$ cat src/rtl/change_dispenser.sv
// Coin payout unit: accepts a change amount and ejects coins greedily (dollar, quarter,
// dime, nickel), one timed solenoid pulse plus recovery gap per coin, then pulses done.
module change_dispenser #(
  parameter int unsigned PULSE_CYCLES = 4,
  parameter int unsigned GAP_CYCLES   = 2
) (
  input  logic        clk,
  input  logic        reset,
  input  logic        change_valid,
  input  logic [15:0] change,
  output logic        ready,
  output logic        eject_dollar,
  output logic        eject_quarter,
  output logic        eject_dime,
  output logic        eject_nickel,
  output logic [15:0] remaining,
  output logic [7:0]  coin_count,
  output logic        residue_err,
  output logic        done
);

  localparam logic [7:0] PulseLast = 8'(PULSE_CYCLES - 1);
  localparam logic [7:0] GapLast   = 8'((GAP_CYCLES > 0) ? GAP_CYCLES - 1 : 0);

  typedef enum logic [2:0] {StIdle, StSelect, StPulse, StGap, StDone} state_e;

  state_e      state_q, state_d;
  logic [1:0]  sel_q, sel_d;  // 0 dollar, 1 quarter, 2 dime, 3 nickel
  logic [7:0]  cnt_q, cnt_d;
  logic [15:0] remaining_q, remaining_d;
  logic [7:0]  coin_q, coin_d;
  logic        residue_q, residue_d;
  logic        ready_q, ready_d;
  logic        done_q, done_d;
  logic [3:0]  eject_q, eject_d;
  logic [15:0] denom;

  always_comb begin
    unique case (sel_q)
      2'd0:    denom = 16'd100;
      2'd1:    denom = 16'd25;
      2'd2:    denom = 16'd10;
      default: denom = 16'd5;
    endcase
  end

  always_comb begin
    state_d     = state_q;
    sel_d       = sel_q;
    cnt_d       = cnt_q;
    remaining_d = remaining_q;
    coin_d      = coin_q;
    residue_d   = residue_q;

    unique case (state_q)
      StIdle: begin
        if (change_valid) begin
          remaining_d = change;
          coin_d      = 8'd0;
          residue_d   = (change % 16'd5) != 16'd0;
          state_d     = StSelect;
        end
      end
      StSelect: begin
        if (remaining_q < 16'd5) begin
          state_d = StDone;
        end else begin
          if (remaining_q >= 16'd100)     sel_d = 2'd0;
          else if (remaining_q >= 16'd25) sel_d = 2'd1;
          else if (remaining_q >= 16'd10) sel_d = 2'd2;
          else                            sel_d = 2'd3;
          cnt_d   = PulseLast;
          state_d = StPulse;
        end
      end
      StPulse: begin
        if (cnt_q == 8'd0) begin
          // The coin only counts once its full pulse has completed.
          remaining_d = remaining_q - denom;
          coin_d      = (coin_q == 8'hFF) ? coin_q : coin_q + 8'd1;
          cnt_d       = GapLast;
          state_d     = (GAP_CYCLES == 0) ? StSelect : StGap;
        end else begin
          cnt_d = cnt_q - 8'd1;
        end
      end
      StGap: begin
        if (cnt_q == 8'd0) state_d = StSelect;
        else               cnt_d   = cnt_q - 8'd1;
      end
      StDone:  state_d = StIdle;
      default: state_d = StIdle;
    endcase

    // Outputs are registered from the next state so they line up with the state register.
    ready_d = (state_d == StIdle);
    done_d  = (state_d == StDone);
    eject_d = (state_d == StPulse) ? (4'b1000 >> sel_d) : 4'b0000;
  end

  always_ff @(posedge clk or posedge reset) begin
    if (reset) begin
      state_q     <= StIdle;
      sel_q       <= 2'd0;
      cnt_q       <= 8'd0;
      remaining_q <= 16'd0;
      coin_q      <= 8'd0;
      residue_q   <= 1'b0;
      ready_q     <= 1'b1;
      done_q      <= 1'b0;
      eject_q     <= 4'b0000;
    end else begin
      state_q     <= state_d;
      sel_q       <= sel_d;
      cnt_q       <= cnt_d;
      remaining_q <= remaining_d;
      coin_q      <= coin_d;
      residue_q   <= residue_d;
      ready_q     <= ready_d;
      done_q      <= done_d;
      eject_q     <= eject_d;
    end
  end

  assign ready         = ready_q;
  assign done          = done_q;
  assign remaining     = remaining_q;
  assign coin_count    = coin_q;
  assign residue_err   = residue_q;
  assign eject_dollar  = eject_q[3];
  assign eject_quarter = eject_q[2];
  assign eject_dime    = eject_q[1];
  assign eject_nickel  = eject_q[0];

endmodule
$ cat config.mk
export PLATFORM = sky130hd
export DESIGN_NAME = change_dispenser
export DESIGN_NICKNAME = d
export VERILOG_FILES = /design/src/rtl/change_dispenser.sv
export SDC_FILE = /design/constraint.sdc
export NUM_CORES = 1
export LEC_CHECK = 0
export CORE_MARGIN = 5
export CORE_UTILIZATION = 42
export DETAILED_ROUTE_END_ITERATION = 6
export DONT_BUFFER_PORTS = 1
export SETUP_SLACK_MARGIN = 0.4
export SLEW_MARGIN = 25
export SYNTH_ARGS = -nofsm -noshare
export SYNTH_HDL_FRONTEND = slang
export SYNTH_SLANG_ARGS = --single-unit
$ cat constraint.sdc
create_clock -name clk -period 8.6 [get_ports clk]
set_clock_uncertainty 0.15 [all_clocks]
set_input_delay 0.86 -clock clk [delete_from_list [all_inputs] [get_ports clk]]
set_output_delay 0.86 -clock clk [all_outputs]
set_load 0.03 [all_outputs]
==> Word level (Yosys, flattened, before mapping) <==
Cells that the tools add are included.
{ "op_classes": {"n_addsub": 3, "mul": 0, "div": 1, "magnitude_cmp": 4, "eq_ne": 13, "shift": 1, "muxes": 23, "bitwise": 0, "n_reduce_logical": 11} }
{ "op_table": {"columns": ["op", "n"], "rows": [
  ["8-bit 2-to-1 mux", 6],
  ["16-bit 2-to-1 mux", 2],
  ["16-bit one-hot mux with 2 select lines", 1],
  ["8-bit one-hot mux with 3 select lines", 1],
  ["7-bit one-hot mux with 3 select lines", 1],
  ["16-bit by 4-bit greater-or-equal comparator with 1-bit output, second input constant", 1],
  ["16-bit by 5-bit greater-or-equal comparator with 1-bit output, second input constant", 1],
  ["16-bit by 7-bit greater-or-equal comparator with 1-bit output, second input constant", 1],
  ["16-bit by 3-bit < comparator with 1-bit output, second input constant", 1],
  ["16-bit by 3-bit remainder unit with 16-bit output, second input constant", 1],
  ["8-bit one-hot mux with 2 select lines", 1],
  ["16-bit nonzero test", 1],
  ["16-bit subtractor", 1],
  ["3-bit 2-to-1 mux", 4],
  ["3-bit one-hot mux with 4 select lines", 1],
  ["2-bit != test, second input constant", 5],
  ["3-bit by 2-bit equality test with 1-bit output, second input constant", 3],
  ["8-bit by 1-bit adder with 8-bit output, second input constant", 1],
  ["8-bit equality test, second input constant", 1],
  ["8-bit zero test", 1],
  ["2-bit 2-to-1 mux", 4],
  ["8-bit by 1-bit subtractor with 8-bit output, second input constant", 1],
  ["3-bit zero test", 2],
  ["3-bit AND reduction", 2],
  ["12 further kinds", 12]
]} }
{ "totals": {"ff_bits": 44, "latchBits": 0, "ramBits": 0, "rom_bits": 0, "elab_cells": 65, "mem_count": 0} }

==> Depth between registers and ports, before layout <==
Gate-level depths: netlist of the first run.
{ "logic_depth": {"ltp_word": 8, "mapped_depth": 22, "ltp_nobuf": 19} }

==> Least setup slack after synthesis of the first run <==
OpenSTA, ideal clock, no wires.
{ "synth_path": {"path_type": "input -> register", "from": "input change[12]", "to": "register residue_q, in the netlist residue_err", "setup_time_ps": 82, "t_arrival_ps": 4660, "slack_ps": 3708, "path_stages": 19, "cell_sequence": "buf_6 -> or3b_1 -> a311o_2 -> and2_4 -> buf_6 -> and3_4 -> o21ai_4 -> nand2_2 -> o21a_1 -> o32a_2 -> nor3_2 -> o221a_1 -> nor4_4 -> ha_1 -> inv_1 -> nor2_1 -> maj3_1 -> a211o_1 -> a31oi_1"} }
{ "synth_via": {"elab_chain_cells": 2} }
{ "synth_lines": {"columns": ["item", "line_no", "rtl"], "rows": [
  ["start, declared", "10", "input logic [15:0] change,"],
  ["16-bit by 3-bit remainder unit with 16-bit output", "60", "residue_d = (change % 16'd5) != 16'd0;"],
  ["16-bit nonzero test", "60", null],
  ["end signal, assigned", "118", "residue_q <= residue_d;"],
  ["end, declared", "32", "logic residue_q, residue_d;"]
]} }
No other way between the ends.
A chain may end at the register's enable or synchronous reset.

==> Final worst setup path of the first run <==
{ "layout_path": {"from": "input change[14]", "to": "register residue_q, in the netlist residue_err"} }
Same word-level chain as after synthesis.

==> results.py, run 1 <==
metrics = {
    "job": {
        "maxCapViolCount": 0,
    },
    "synthesis": {
        "async_reset_ff_frac": 1.00,
        "syn_avg_cell_area_sq_um": 7.85,
        "ys.flop_type": "dfrtp_1",
        "ys_seq_area_frac": 0.250,
        "synth_area_sq_um": 4410,
        "synth-edff-count": 0,
        "ys_ff_latch": 44,
        "syn_nets": 598,
        "syn_inst": 562,
        "yosys_warnings": 0,
        "synth_cell_type_count": 95,
    },
    "worst_setup_path": {
        "crit_fanout": 16,
        "slowest_delay_ns": 0.48,
        "regToRegSetupSlack_ns": 5.17,
        "end_kind": "register",
        "cp-startpoint": "change[14]",
        "r2r_end": "remaining[14]$_DFFE_PP0P_",
        "start_kind": "primary input",
        "crit_end": "residue_err$_DFFE_PP0P_",
        "r2r-start": "sel_q[0]$_DFF_PP0_",
        "cp.arrival_ns": 5.12,
        "worst_path_max_delay_cell": "and2_1",
        "critical_path_class": "in -> reg",
        "path_cells": "and4b_1 -> o211a_1 -> a221oi_2 -> and2_1 -> mux2i_1 -> o21a_2 -> nand2_2 -> o21a_1 -> o32a_2 -> nor3_2 -> o221a_1 -> nor4_4 -> ha_1 -> inv_1 -> nor2_1 -> maj3_1 -> a211o_1 -> a31oi_1",
        "reg2reg_depth": 14,
        "required_ns": 8.67,
    },
    "routing": {
        "drt_first_pass_iters": 5,
        "wire_per_inst_um": 16.8,
        "vias": 4092,
        "remaining_drc_errors": 0,
        "vias_per_cell": 6.03,
        "wl_mm": 11.4,
        "drt_iter0_drc": 344,
        "postRouteAntennaNets": 0,
    },
    "clocking": {
        "clkSlewWorstSetupHoldPaths_ns": 0.09,
        "cts-root-buf": "clkbuf_8",
        "numCtsBuffers": 5,
        "cts_tree": "built",
        "post_cts_buffers": 0,
        "cts_resized": 0,
        "cts.sinks": 44,
        "cts_hold_buf": 0,
        "ctsLongestPathBuffers": 2,
        "h-tree-depth": 2,
        "clock_latency_ns": 0.29,
    },
    "finish": {
        "multi_input_area_sq_um": 3060,
        "num-fill-cells": 1038,
        "ff_latch_area_sq_um": 1100,
        "syn2layout_area_growth_pct": 3.46,
        "nets": 578,
        "antenna_cells": 0,
        "drive_gt1_frac": 0.0994,
    },
    "global_route": {
        "grt_max_degree": 45,
        "grt_pass1_wl_mm": 19.2,
        "grtUsageTotal": 0.178,
        "first_global_vias": 3879,
        "grt_overflow": 0,
        "antenna_found_initial": 0,
    },
    "pwr": {
        "leakage_nw": 1.86,
        "p_total_mw": 1.39,
        "cellPowerDensity_nw_per_um2": 304,
        "vdd_drop_max_v": 0.000131,
    },
    "floorplanning": {
        "die_h_um": 113,
        "io_pins": 50,
        "start_util": 0.430,
        "die_w_um": 113,
        "core_sq_um": 10300,
        "die_area_sq_um": 12700,
        "num_rows": 37,
    },
    "sta": {
        "period_share": 0.587,
        "final_hold_viol_count": 0,
        "drv_slew": 0,
        "final.setup.tns_ns": 0,
        "fmaxAchievable_mhz": 198,
        "slew_headroom": 0.442,
        "tightest_slew_ns": 0.832,
        "rsz0062_at_grt": "false",
        "setup_violations": 0,
        "fin_crit_ns": 5.05,
    },
    "placed_design": {
        "hpwlAfterDp_mm": 8.32,
        "place.gp.congestion": 0.911,
        "port_buffers": 0,
    },
    "outcome": {
        "status": "completed",
    },
    "worst_hold_path": {
        "min_path_type": "reg -> reg",
    },
}
-- where the power goes --
part           internal [mW]  total (mW)  switching, mW
registers              0.278       0.460          0.181
clock network         0.0950       0.168         0.0725
logic                  0.315       0.761          0.445
-- routing by layer --
metal,vias up,share of wire,global-route usage
li1,2037,-,-
met1,1937,0.46,0.239
met5,-,0,0
met2,108,0.48,0.296
met4,0,0.012,0.0465
met3,10,0.054,0.0334
-- worst max-delay path, delay by kind of cell --
| family | cells | cell delay, ns |
|---|---|---|
| and+or+nand+nor | 6 | 1.26 |
| AOI/OAI and AO/OA | 8 | 2.01 |
| muxes | 1 | 0.35 |
| buffers and inverters | 1 | 0.08 |
| adders and majority gates | 2 | 0.54 |
-- logic make-up after synthesis --
family                     after synthesis  share of synthesized area
AOI/OAI and AO/OA                      183                      0.298
adders and majority gates               19                     0.0544
xor gates and xnor gates                18                     0.0357
buffers and inverters                   54                     0.0573
DFF                                     44                      0.250
and+or+nand+nor                        241                      0.295
muxes                                    3                    0.00992
-- metrics by stage --
| step | utilization | hold WS (ns) | setup WS, ns | instances | cell area [sq um] |
|---|---|---|---|---|---|
| final | 0.444 | 0.379 | 3.55 | 679 | 4570 |
| after global routing | 0.444 | 0.412 | 3.19 | 679 | 4570 |
| after CTS | 0.444 | 0.384 | 3.59 | 679 | 4570 |
| after detailed placement | 0.432 | 0.371 | 3.28 | 671 | 4440 |
| after global placement | 0.432 | 0.355 | 3.38 | 671 | 4440 |
| after floorplan | - | 0.333 | 3.71 | 562 | 4410 |
-- final cells by class --
| class | count | share of cell area |
|---|---|---|
| inverter | 24 | 0.0200 |
| timing repair buffer | 3 | 0.00493 |
| clock buffer | 6 | 0.0181 |
| clock inverter | 2 | 0.00849 |
| tap | 136 | 0.0373 |
| sequential | 44 | 0.241 |
| multi-input combinational | 464 | 0.670 |
-- registers in the layout, indices dropped and copies added, names as in the netlist --
signal       count
residue_err      1
done             1
sel_q            2
remaining       16
ready            1
coin_count       8
eject_q          4
cnt_q            8
state_q          3
-- worst min-delay path by stage --
stage	from	endpoint	slack, ns	cells past startpoint
6_report	cnt_q[0]$_DFFE_PP0P_	cnt_q[0]$_DFFE_PP0P_	0.38	1
5_1_grt	cnt_q[0]$_DFFE_PP0P_	cnt_q[0]$_DFFE_PP0P_	0.41	1
3_5_place_dp	cnt_q[0]$_DFFE_PP0P_	cnt_q[0]$_DFFE_PP0P_	0.37	1
2_1_floorplan	cnt_q[0]$_DFFE_PP0P_	cnt_q[0]$_DFFE_PP0P_	0.33	1
4_1_cts	cnt_q[0]$_DFFE_PP0P_	cnt_q[0]$_DFFE_PP0P_	0.38	1
3_3_place_gp	cnt_q[0]$_DFFE_PP0P_	cnt_q[0]$_DFFE_PP0P_	0.35	1
-- layout by cell type, fill, tap and decap left out, drive strengths merged, types with 7 or more instances in the layout --
master and n:
nor3 13, inv 22, or3 8, nand3 25, a21oi 37, a21o 10
dfrtp 43, a211oi 8, xor2 7, and3 7, o21ai 51, xnor2 11
nor2 64, a31oi 11, nor2b 8, nor4 9, ha 16, nand2b 7
nand2 60
-- synthesized netlist by cell type (all sizes together), types with 7 or more instances --
cell,n,share of area
nor2b,8,0.011
dfrtp,43,0.24
nor4,9,0.020
a31oi,11,0.016
a211oi,8,0.014
a21o,10,0.017
xor2,7,0.014
o21ai,51,0.062
or3,8,0.011
inv,23,0.020
a21oi,37,0.043
buf,15,0.024
nor3,13,0.017
and3,7,0.011
clkbuf,15,0.013
nand3,25,0.028
nor2,64,0.058
nand2b,7,0.0099
xnor2,11,0.022
ha,16,0.045
nand2,60,0.053
(Power assumes the default switching activity.)
==> run 2: changes to the inputs <==
clock period = 4.3 ns   (was 8.6 ns; I/O delays follow)
==> run 2 against run 1 <==
  * The run now ends with negative hold slack left
  * Worst setup slack worse by 3.5 ns
  * Hold slack got worse by 0.41 ns
  * Cell count is 7.1% higher
  * Sequential cell count stayed put
  * Final area increased by 11%
  * First-iteration DRC count decreased by 13%
  * Highest routed layer unchanged
==> results.py, run 2 (synthesized netlist as in run 1, its figures left out) <==
metrics = {
    "outcome": {
        "status": "finished with violations",
        "failed_checks": "negative hold slack",
    },
    "finish": {
        "fin_area_sq_um": 5060,
        "final_common_cell": "nor2_1",
        "largest_reg_flops": 16,
        "stdcell_count": 727,
        "syn2layout_area_growth_pct": 14.6,
        "drive_gt1_frac": 0.206,
        "antenna_cells": 0,
        "layout_common_cells": "nor2_1, nand2_1, buf_4",
        "nets": 626,
    },
    "sta": {
        "tightest_slew_ns": 0.763,
        "whs_ns": -0.0270,
        "fmaxAchievable_mhz": 236,
        "slew_headroom": 0.491,
        "period_share": 0.986,
        "setup_violations": 0,
        "drv_slew": 0,
        "rsz0062_at_grt": "true",
        "final_hold_viol_count": 43,
        "fin_crit_ns": 4.24,
        "worst_slack_ns": 0.0602,
    },
    "routing": {
        "drt-met1-wl_mm": 5.33,
        "wire_per_inst_um": 16.2,
        "vias_per_cell": 5.92,
        "met3_length_um": 644,
        "postRouteAntennaNets": 0,
        "vias": 4307,
        "wl_mm": 11.8,
        "dr_wl_met2_mm": 5.64,
        "drt_first_pass_iters": 4,
        "remaining_drc_errors": 0,
        "top_layer": "met4",
        "drt_iter0_drc": 300,
    },
    "worst_hold_path": {
        "min_path_type": "in -> async",
    },
    "job": {
        "maxCapViolCount": 0,
    },
    "global_route": {
        "grt_pass1_wl_mm": 20.2,
        "grt_overflow": 0,
        "grt_max_degree": 45,
        "first_global_vias": 4203,
        "antenna_found_initial": 0,
        "grtUsageTotal": 0.184,
    },
    "clocking": {
        "ctsLongestPathBuffers": 2,
        "cts_tree": "built",
        "cts_hold_buf": 0,
        "h-tree-depth": 2,
        "cts.sinks": 44,
        "clock_latency_ns": 0.30,
        "numCtsBuffers": 5,
        "cts-root-buf": "clkbuf_8",
        "clkSlewWorstSetupHoldPaths_ns": 0.09,
    },
    "pwr": {
        "p_int_mw": 1.49,
        "leakage_nw": 2.14,
        "p_switching_mw": 1.43,
        "vdd_drop_max_v": 0.000248,
        "power.share.sequential": 0.316,
        "cellPowerDensity_nw_per_um2": 576,
        "clockPowerShare": 0.115,
        "comb_power_share": 0.569,
        "swShare": 0.489,
    },
    "worst_setup_path": {
        "worst_path_max_delay_cell": "a2111oi_1",
        "end_kind": "register",
        "r2r-start": "sel_q[0]$_DFF_PP0_",
        "regToRegSetupSlack_ns": 0.96,
        "crit_fanout": 15,
        "slowest_delay_ns": 0.35,
        "start_kind": "primary input",
        "r2r_end": "remaining[14]$_DFFE_PP0P_",
        "cp_top_family": "compound AO/OA/AOI/OAI gates",
        "crit_cells": 20,
        "critPathBufInv": 2,
        "critical_path_class": "in -> reg",
        "path_cells": "nor4b_4 -> a22oi_1 -> o211a_1 -> buf_4 -> a22o_1 -> a32oi_4 -> buf_4 -> nand3_1 -> a2111oi_1 -> and4b_1 -> and3b_2 -> a21oi_1 -> o31ai_4 -> nor4_4 -> ha_1 -> nor2_1 -> o21ai_1 -> nor4b_2 -> o2bb2ai_1 -> a31oi_1",
        "reg2reg_depth": 14,
        "crit_path_frequent_cell": "buf_4",
        "required_ns": 4.33,
        "cp.arrival_ns": 4.27,
    },
    "placed_design": {
        "place_area_sq_um": 4780,
        "dp_cells": 714,
        "hpwlAfterDp_mm": 8.78,
        "post-place-ws_ns": -0.368,
        "place.gp.congestion": 0.887,
        "port_buffers": 0,
    },
    "floorplanning": {
        "start_util": 0.430,
        "io_pins": 50,
        "die_w_um": 113,
        "core_sq_um": 10300,
        "num_rows": 37,
        "die_h_um": 113,
        "die_area_sq_um": 12700,
    },
}
==> run 2: cell types whose count changed in the layout (fill, tap and decap cells not counted), moves of 2 or more <==
| cell | change |
|---|---|
| o32ai_2 | +3 |
| a21oi_1 | -3 |
| a211oi_1 | -2 |
| a211oi_2 | +2 |
| buf_4 | +47 |
| o32ai_1 | -3 |
| a21oi_2 | +3 |
==> run 2: worst max-delay path by stage <==
| stage | start | endpoint | slack, ns |
|---|---|---|---|
| global placement | change[11] | residue_err$_DFFE_PP0P_ | -0.29 |
| finish | change[11] | residue_err$_DFFE_PP0P_ | 0.06 |
| CTS | change[11] | residue_err$_DFFE_PP0P_ | 0.12 |
| detailed placement | change[11] | residue_err$_DFFE_PP0P_ | -0.37 |
| floorplan | change[12] | residue_err$_DFFE_PP0P_ | -0.09 |
| global route | change[13] | residue_err$_DFFE_PP0P_ | -0.13 |
==> run 2: timing repair <==
| action | 4_1_cts | 5_1_grt |
|---|---|---|
| pin swaps | 22 | 9 |
| endpoints found under the setup margin | 1 | 1 |
| setup buffers | 4 | 1 |
| cloned | 0 | 0 |
| gates resized for setup | 22 | 5 |
==> run 2: metrics by stage <==
stage | TNS (ns) | power (mW) | utilization
2_1_floorplan | -0.0860 | 2.15 | -
3_3_place_gp | -0.289 | 2.52 | 0.465
3_5_place_dp | -0.368 | 2.55 | 0.465
4_1_cts | 0 | 2.93 | 0.489
5_1_grt | -0.134 | 3.19 | 0.492
6_report | 0 | 2.91 | 0.492
==> run 2: area by class of cell <==
class                   count  area [sq um]
repair buffers             51           387
clock buffers               6          82.6
flip-flops and latches     44          1100
multi-input cells         464          3190
inverters                  24          91.3
well taps                 136           170
clock inverters             2          38.8
fillers                  1001          5220
==> run 2: power groups by stage <==
stage               combinational, mW  sequential, mW  clock, mW
finish                           1.66           0.922      0.334
global route                     1.87           0.952      0.362
CTS                              1.66           0.927      0.346
detailed placement               1.61           0.936          0
global placement                 1.58           0.930          0
floorplan                        1.29           0.864          0
==> run 2: per-layer routing <==
layer | global-route usage | up-vias
met5 | 0 | -
met3 | 0.0296 | 14
met4 | 0.0513 | 0
met2 | 0.311 | 115
met1 | 0.244 | 2033
li1 | - | 2145
==> run 3: changes to the inputs <==
--- a/config.mk
+++ b/config.mk
@@ -8,4 +8,5 @@
 export CORE_MARGIN = 5
 export CORE_UTILIZATION = 42
+export CTS_CLUSTER_SIZE = 28
 export DETAILED_ROUTE_END_ITERATION = 6
 export DONT_BUFFER_PORTS = 1
==> constraint.sdc (replaced) <==
create_clock -name clk -period 4.3 [get_ports clk]
set_clock_uncertainty 0.15 [all_clocks]
set_input_delay 0.86 -clock clk [delete_from_list [all_inputs] [get_ports clk]]
set_output_delay 0.86 -clock clk [all_outputs]
set_load 0.03 [all_outputs]
==> run 3 against run 2 <==
  * Critical endpoint unchanged
  * Critical path type unchanged
  * Non-clock buffer count is 6 higher
  * Sequential power is 0.4% higher
  * Critical path depth is 2 higher
  * Hold slack better by 0.42 ns
  * Register-to-register slack worse by 0.03 ns
  * Maximum frequency is 9.0% lower
  * Final area is 1.3% higher
  * First-iteration DRC count is 9.7% lower
  * The flow finishes with violations (negative setup slack)
==> results.py, run 3 (synthesized netlist as in run 1, its figures left out) <==
metrics = {
    "clocking": {
        "clkSlewWorstSetupHoldPaths_ns": 0.08,
        "cts_hold_buf": 0,
        "numCtsBuffers": 5,
        "ctsLongestPathBuffers": 2,
        "cts-root-buf": "clkbuf_8",
        "cts_tree": "built",
        "clock_latency_ns": 0.30,
        "h-tree-depth": 2,
        "cts.sinks": 44,
    },
    "routing": {
        "wl_mm": 11.8,
        "drt_iter0_drc": 271,
        "drt-met1-wl_mm": 5.30,
        "vias_per_cell": 5.87,
        "met3_length_um": 570,
        "top_layer": "met4",
        "wire_per_inst_um": 16.1,
        "dr_wl_met2_mm": 5.83,
        "remaining_drc_errors": 0,
        "postRouteAntennaNets": 0,
        "drt_first_pass_iters": 4,
        "vias": 4302,
    },
    "global_route": {
        "antenna_found_initial": 0,
        "grtUsageTotal": 0.187,
        "grt_max_degree": 45,
        "first_global_vias": 4283,
        "grt_pass1_wl_mm": 20.5,
        "grt_overflow": 0,
    },
    "worst_setup_path": {
        "critPathBufInv": 5,
        "reg2reg_depth": 14,
        "r2r-start": "sel_q[0]$_DFF_PP0_",
        "cp_top_family": "compound AO/OA/AOI/OAI gates",
        "crit_cells": 22,
        "crit_path_frequent_cell": "buf_4",
        "required_ns": 4.37,
        "crit_end": "residue_err$_DFFE_PP0P_",
        "slowest_delay_ns": 0.33,
        "cp.arrival_ns": 4.73,
        "critical_path_class": "in -> reg",
        "crit_fanout": 15,
        "r2r_end": "remaining[14]$_DFFE_PP0P_",
        "cp-startpoint": "change[15]",
        "start_kind": "primary input",
        "end_kind": "register",
        "path_cells": "nor4b_4 -> a22oi_1 -> o211a_1 -> buf_6 -> a22o_4 -> a32oi_4 -> nand4_1 -> buf_4 -> nand2_4 -> o311ai_2 -> buf_4 -> o32ai_4 -> nand3_2 -> o31ai_2 -> buf_4 -> nor4_4 -> ha_2 -> inv_2 -> nor2_1 -> maj3_1 -> a211o_1 -> a31oi_1",
        "regToRegSetupSlack_ns": 0.93,
        "worst_path_max_delay_cell": "maj3_1",
    },
    "floorplanning": {
        "die_area_sq_um": 12700,
        "start_util": 0.430,
        "io_pins": 50,
        "num_rows": 37,
        "die_w_um": 113,
        "core_sq_um": 10300,
        "die_h_um": 113,
    },
    "placed_design": {
        "port_buffers": 0,
        "place.gp.congestion": 0.837,
        "dp_cells": 718,
        "hpwlAfterDp_mm": 8.82,
        "place_area_sq_um": 4810,
    },
    "sta": {
        "tightest_slew_ns": 0.774,
        "fin_crit_ns": 4.66,
        "rsz0062_at_grt": "true",
        "drv_slew": 0,
        "final_hold_viol_count": 0,
        "slew_headroom": 0.483,
        "setup_violations": 1,
        "period_share": 1.08,
        "whs_ns": 0.396,
        "fmaxAchievable_mhz": 215,
        "worst_slack_ns": -0.360,
    },
    "job": {
        "maxCapViolCount": 0,
    },
    "pwr": {
        "leakage_nw": 2.16,
        "vdd_drop_max_v": 0.000238,
        "cellPowerDensity_nw_per_um2": 573,
        "p_total_mw": 2.94,
    },
    "finish": {
        "fin_area_sq_um": 5130,
        "final_util": 0.499,
        "final_common_cell": "nor2_1",
        "syn2layout_area_growth_pct": 16.2,
        "layout_common_cells": "nor2_1, buf_4, nand2_1",
        "stdcell_count": 733,
        "nets": 632,
        "antenna_cells": 0,
        "drive_gt1_frac": 0.216,
        "largest_reg_flops": 16,
    },
    "worst_hold_path": {
        "min_path_type": "reg -> reg",
    },
    "outcome": {
        "status": "finished with violations",
        "failed_checks": "negative setup slack",
    },
}
run 3: final cells by class:
cell class	instances	area, sq um
inverter	24	91.3
timing repair buffer	57	432
sequential	44	1100
tap	136	170
multi-input combinational	464	3210
clock buffer	6	82.6
clock inverter	2	38.8
fill	1019	5150
run 3: worst reg2reg max path, stage by stage, from the launching register on:
cell and delay [ns]:
dfrtp_1 0.41, inv_1 0.08, ha_1 0.32, ha_1 0.32, nor2b_1 0.15, o21ai_0 0.15
nand2b_1 0.11, a21o_1 0.19, a21o_1 0.19, a211oi_1 0.67, nand2_1 0.14, o21ai_0 0.17
nand2_1 0.07, nand2_1 0.06, o21ai_0 0.08
run 3: repair_timing:
action,CTS,global route
endpoints found under the setup margin,1,1
resized for setup,19,9
setup buffers,7,0
pin swaps,21,7
run 3: power breakdown:
group / internal, mW / total [mW] / switching (mW) / leakage (nW)
clock: 0.190 / 0.332 / 0.142 / 0.0614
sequential: 0.557 / 0.926 / 0.369 / 0.560
combinational: 0.755 / 1.68 / 0.924 / 1.54
total: 1.50 / 2.94 / 1.44 / 2.16
run 3: worst min-delay path by stage:
stage	endpoint	start	cells after the start
floorplan	cnt_q[0]$_DFFE_PP0P_	cnt_q[0]$_DFFE_PP0P_	1
global placement	cnt_q[0]$_DFFE_PP0P_	cnt_q[0]$_DFFE_PP0P_	1
detailed placement	cnt_q[1]$_DFFE_PP0P_	cnt_q[1]$_DFFE_PP0P_	2
CTS	cnt_q[1]$_DFFE_PP0P_	cnt_q[1]$_DFFE_PP0P_	2
global route	cnt_q[1]$_DFFE_PP0P_	cnt_q[1]$_DFFE_PP0P_	2
finish	cnt_q[1]$_DFFE_PP0P_	cnt_q[1]$_DFFE_PP0P_	2
run 3: layer usage:
metal  global-route usage  vias to the layer above
met1                0.242                     2076
li1                     -                     2147
met3               0.0329                        8
met2                0.331                       71
met4               0.0321                        0
met5                    0                        -
run 3: through the flow:
| stage | TNS (ns) | worst slack, ns |
|---|---|---|
| final | -0.360 | -0.360 |
| after global routing | -0.585 | -0.585 |
| after CTS | -0.342 | -0.342 |
| after detailed placement | -0.788 | -0.788 |
| after global placement | -0.693 | -0.693 |
| after floorplan | -0.516 | -0.516 |
